[src/rtl/fetch_decode_reg.sv]
// Instruction-fetch stage with IF/ID pipeline register: owns PC_F, captures the fetched
// word and hands decode a clean valid/bubble slot plus the Sign_Extend controls.
module fetch_decode_reg #(
  parameter logic [31:0] RESET_PC  = 32'h0000_0000,
  parameter logic [31:0] HALT_WORD = 32'hFFFF_FFFF
) (
  input  logic        clk,
  input  logic        rst_n,
  input  logic        stall_D,
  input  logic        flush_D,
  input  logic        redirect_en,
  input  logic [31:0] redirect_pc,
  output logic [31:0] imem_addr,
  input  logic [31:0] imem_rdata,
  output logic [31:0] instr_D,
  output logic [31:0] pc_plus4_D,
  output logic [15:0] imm16_D,
  output logic        zero_extend_D,
  output logic        valid_D,
  output logic        halted,
  output logic [31:0] instr_count
);

  typedef enum logic [1:0] {StBoot, StRun, StHalted} state_e;

  state_e      r_state;
  logic [31:0] r_pc;
  logic [31:0] r_instr;
  logic [31:0] r_pc4;
  logic        r_valid;
  logic        r_ze;
  logic        r_halted;
  logic [31:0] r_count;

  logic [31:0] w_pc_plus4;
  logic [31:0] w_redirect_pc;
  logic        w_halt_fetch;
  logic        w_ze_fetch;
  logic        w_if_load;
  logic        w_if_bubble;

  assign w_pc_plus4    = r_pc + 32'd4;
  assign w_redirect_pc = {redirect_pc[31:2], 2'b00};
  assign w_halt_fetch  = (imem_rdata == HALT_WORD);
  assign w_ze_fetch    = (imem_rdata[31:26] == 6'h0C) || (imem_rdata[31:26] == 6'h0D) ||
                         (imem_rdata[31:26] == 6'h0E);

  // IF/ID slot control: flush beats stall, stall beats everything else.
  always_comb begin
    w_if_load   = 1'b0;
    w_if_bubble = 1'b0;
    unique case (r_state)
      StRun: begin
        if (flush_D) begin
          w_if_bubble = 1'b1;
        end else if (!stall_D) begin
          if (redirect_en || w_halt_fetch) w_if_bubble = 1'b1;
          else                             w_if_load   = 1'b1;
        end
      end
      StHalted: w_if_bubble = flush_D || !stall_D;
      default: ;
    endcase
  end

  always_ff @(posedge clk or negedge rst_n) begin
    if (!rst_n) begin
      r_state  <= StBoot;
      r_pc     <= RESET_PC;
      r_instr  <= 32'd0;
      r_pc4    <= 32'd0;
      r_valid  <= 1'b0;
      r_ze     <= 1'b0;
      r_halted <= 1'b0;
      r_count  <= 32'd0;
    end else begin
      unique case (r_state)
        StBoot: begin
          if (redirect_en) r_pc <= w_redirect_pc;
          r_state <= StRun;
        end
        StRun: begin
          if (redirect_en) begin
            r_pc <= w_redirect_pc;
          end else if (!stall_D) begin
            if (w_halt_fetch) begin
              r_state  <= StHalted;
              r_halted <= 1'b1;
            end else begin
              r_pc <= w_pc_plus4;
            end
          end
        end
        StHalted: begin
          if (redirect_en) begin
            r_pc     <= w_redirect_pc;
            r_state  <= StRun;
            r_halted <= 1'b0;
          end
        end
        default: r_state <= StBoot;
      endcase

      if (w_if_bubble) begin
        r_instr <= 32'd0;
        r_pc4   <= 32'd0;
        r_valid <= 1'b0;
        r_ze    <= 1'b0;
      end else if (w_if_load) begin
        r_instr <= imem_rdata;
        r_pc4   <= w_pc_plus4;
        r_valid <= 1'b1;
        r_ze    <= w_ze_fetch;
        r_count <= r_count + 32'd1;
      end
    end
  end

  assign imem_addr     = r_pc;
  assign instr_D       = r_instr;
  assign pc_plus4_D    = r_pc4;
  assign imm16_D       = r_instr[15:0];
  assign zero_extend_D = r_ze;
  assign valid_D       = r_valid;
  assign halted        = r_halted;
  assign instr_count   = r_count;

endmodule

[config.mk]
export PLATFORM = sky130hd
export DESIGN_NAME = fetch_decode_reg
export DESIGN_NICKNAME = d
export VERILOG_FILES = /design/src/rtl/fetch_decode_reg.sv
export SDC_FILE = /design/constraint.sdc
export NUM_CORES = 1
export LEC_CHECK = 0
export BUFFER_PORTS_ARGS = -buffer_cell sky130_fd_sc_hd__buf_2
export CORE_ASPECT_RATIO = 0.6
export CORE_UTILIZATION = 30
export CTS_CLUSTER_DIAMETER = 30
export DETAILED_ROUTE_END_ITERATION = 7
export GPL_TIMING_DRIVEN = 0
export SLEW_MARGIN = 20
export SYNTH_ARGS = -nofsm -noshare
export SYNTH_HDL_FRONTEND = slang
export SYNTH_SLANG_ARGS = --single-unit
[constraint.sdc]
create_clock -name clk -period 3.2 [get_ports clk]
set_input_delay 0.16 -clock clk [delete_from_list [all_inputs] [get_ports clk]]
set_output_delay 0.16 -clock clk [all_outputs]
set_load 0.02 [all_outputs]
==> impl_results.md <==
* Post-DP Area at slightly above 8000 um^2
* Reg2Reg Setup Slack at approximately 0.40 ns
* Final Hold Slack at around 0.032 ns
* Outcome: completed
* Clock Pin Slew Worst Setup and Hold Paths at 0.06 ns
* Fin crit share at 0.876
* Chip height at about 120 um
* Share of cells above drive strength 1 at 0.307
* Die width at about 190 um
* Worst-Margin Slew at 0.789 ns
* Synth top area share at 0.489
* # port buffers at 210
* TritonCTS clock tree: yes
* RSZ-0062 raised after global routing: false
* Largest net degree at the start of global routing at 76
* Worst Path Class, Setup: register to register
* Fin Clk Skew at between 0.007 and 0.008 ns
* Layout area overhead at 35.7%
* Non-Filler Cell Area, Final at about 9000 um^2
* Post-synth top cells: 130 x dfrtp_1, 96 x nand2_1, 74 x nor2_1, 62 x a21oi_1, 39 x xnor2_1
* Initial antenna violation count at 0
* Max clock buf depth at 2
* CP Data Required Time at between 3 and 4 ns
* Post-CTS sizing at 0
* Total clock sinks at 130
* Synth area leaders: dfrtp_1 49%, nand2_1 5.4%, xnor2_1 5.1%
* RR Endpoint: pc_plus4_D[19]
* Storage element area at roughly 3300 um^2
* DRC at 0
* Arrival @ worst endpoint at a little over 3 ns
* Filler cells at approximately 2,100
* Rel. slew slack at 0.470
* Die ar. at between 20,000 and 25,000 um^2
* Multi-input gate area at between 2000 and 3000 um^2
* ANT nets after route at 0
* Main synth FF type: dfrtp_1
* Antenna cells at 0
* GRT Total Usage at 0.207
* Final nets at 1,048
* DR iter-0 viols at between 400 and 500
* Fraction of registers with async set/reset at 1.00
* Most frequent cell after synthesis: dfrtp_1
* R2R cell count at 9
* Root Driver: clkbuf_16
* Critical path fanouts, max at 10
* Core Util, Final at 0.423
* DP Wirelength at 17,100 um
* Total Wirelength at 23,000 um
* HP Class: input port to register
* Worst setup EP type: register
* Avg WL per Cell at around 18 um
* Initial core utilization at 0.312
* Worst Setup Start Kind: register
* Via count at between 6,000 and 7,000
* Final WS setup at 0.397 ns
* Max Slew Vio Count at 0
* Dominant cell type by area after synthesis: dfrtp_1
* Final non-filler cell total at between 1,000 and 1,500
* Sequential share of the synthesized area at 0.489
* Hold path cells at 3
* Fin crit period at about 2.8 ns
* Syn Inst Count at between 700 and 800
* Post-synth EDFFs at 0
* Vias in the first global route at roughly 6,000
* Setup repair bufs after CTS at 0
* Critical R2R Launch: r_state[1]
* Min-delay src: redirect_pc[10]
* Total CTS buffers at 17
* Gr ovfl total at 0
* Hold path endpoint: imem_addr[10]
* Placer Congestion at roughly 0.83
* CTS HTree Levels at 4
* Peak supply drop at about 0.34 mV
* Mapped Area at ~6600 um^2
* Synth unique cells at 54
* Clk Latency, worst-skew pair at 0.42 ns
* Power Density at roughly 530 nW/um^2
* Maximum clock rate at approximately 360 MHz
* DP Worst Slack at 0.422 ns
* # setup viols final at 0
* Vias per cell at about 5.0
* Global-route wire length before repair at around 36,000 um
* Yosys warns at 0
* Num rows at approximately 40
* Yosys reg bits at 130
* Max-cap violations at 0
* Core Box Area at roughly 21,000 um^2
* Mean Syn Cell Area at 9.35 um^2
* Cells after DPL at roughly 1,200
* Final hold violations at 0
* Pleak at approximately 4.4 nW
* Ports at between 200 and 250
* Pre-Repair DR Iteration Count at 5
==> cells by family (layout without fill, tap and decap cells) <==
logic type,count (synthesis),in the layout,synth area share
other,1,2,0.000564
and+or+nand+nor,271,271,0.196
DFF,130,130,0.489
muxes,3,3,0.00471
AOI/OAI and AO/OA,168,168,0.157
xor gates and xnor gates,59,59,0.0777
buffers and inverters,74,349,0.0655
adders and majority gates,5,5,0.00941
==> stage by stage <==
| step | total power (W) | setup TNS [ns] |
|---|---|---|
| final | 0.00475 | 0 |
| after global routing | 0.00497 | 0 |
| after CTS | 0.00481 | 0 |
| after detailed placement | 0.00271 | 0 |
| after global placement | 0.00269 | -7.35 |
| after floorplan | 0.00236 | 0 |
==> worst max-delay path by stage <==
| stage | from | end | slack (ns) | cells past startpoint |
|---|---|---|---|---|
| 3_3_place_gp | rst_n | instr_count[10] | -0.07 | 1 |
| 6_report | r_state[1] | pc_plus4_D[19] | 0.40 | 9 |
| 3_5_place_dp | r_state[1] | pc_plus4_D[21] | 0.42 | 9 |
| 4_1_cts | r_state[1] | pc_plus4_D[19] | 0.38 | 9 |
| 2_1_floorplan | imem_addr[2] | pc_plus4_D[26] | 1.10 | 6 |
| 5_1_grt | r_state[1] | pc_plus4_D[19] | 0.20 | 9 |
==> state kept, by name, indices dropped and copies added (netlist names) <==
register       flops
imem_addr         30
r_state            2
instr_count       32
valid_D            1
instr_D           32
halted             1
zero_extend_D      1
pc_plus4_D        31
==> cell type report <==
type                            count  share of cell area
Sequential cell                   130               0.361
Multi-Input combinational cell    508               0.328
Timing Repair Buffer              243               0.156
Clock buffer                       22              0.0537
Buffer                             58              0.0416
Tap cell                          279              0.0387
Clock inverter                     10              0.0144
Inverter                           16             0.00666
==> cell usage in the layout (no fill, tap or decap), types with 20 or more instances in the layout <==
cell type,Yosys,layout
nand4_1,20,20
a211oi_1,29,29
nand2_1,96,96
a21oi_1,62,62
xnor2_1,39,39
dfrtp_1,130,130
o21ai_0,34,34
buf_4,24,24
xor2_1,20,20
buf_2,12,221
dlygate4sd3_1,0,32
nor2_1,74,74
nand3_1,20,20
==> routing by layer <==
| metal | vias up | track usage | share of wire | routed length [um] |
|---|---|---|---|---|
| li1 | 2993 | - | - | - |
| met1 | 3017 | 0.314 | 0.50 | 11600 |
| met5 | - | 0 | 0 | 0 |
| met4 | 0 | 0.0561 | 0.012 | 267 |
| met3 | 18 | 0.0667 | 0.089 | 2040 |
| met2 | 257 | 0.274 | 0.40 | 9140 |
==> critical path, cell delays in order, from the launching register on <==
cell      delay (ns)
dfrtp_1         0.41
inv_1           0.09
ha_1            0.14
buf_2           0.21
nand2b_4        0.08
nor3_1          0.30
a21boi_1        0.39
buf_2           0.34
buf_1           0.50
a211oi_1        0.17
==> timing repair <==
item,4_1_cts,5_1_grt
endpoints found under the setup margin,0,0
hold buffers,32,0
hold endpoints to repair,86,0
==> power by group <==
group / switching (W) / leakage [nW] / internal (W)
clock: 0.000744 / 0.302 / 0.00130
combinational: 0.000496 / 2.35 / 0.000309
sequential: 0.000152 / 1.71 / 0.00175
Note: power is estimated with default switching activity, not from simulation.
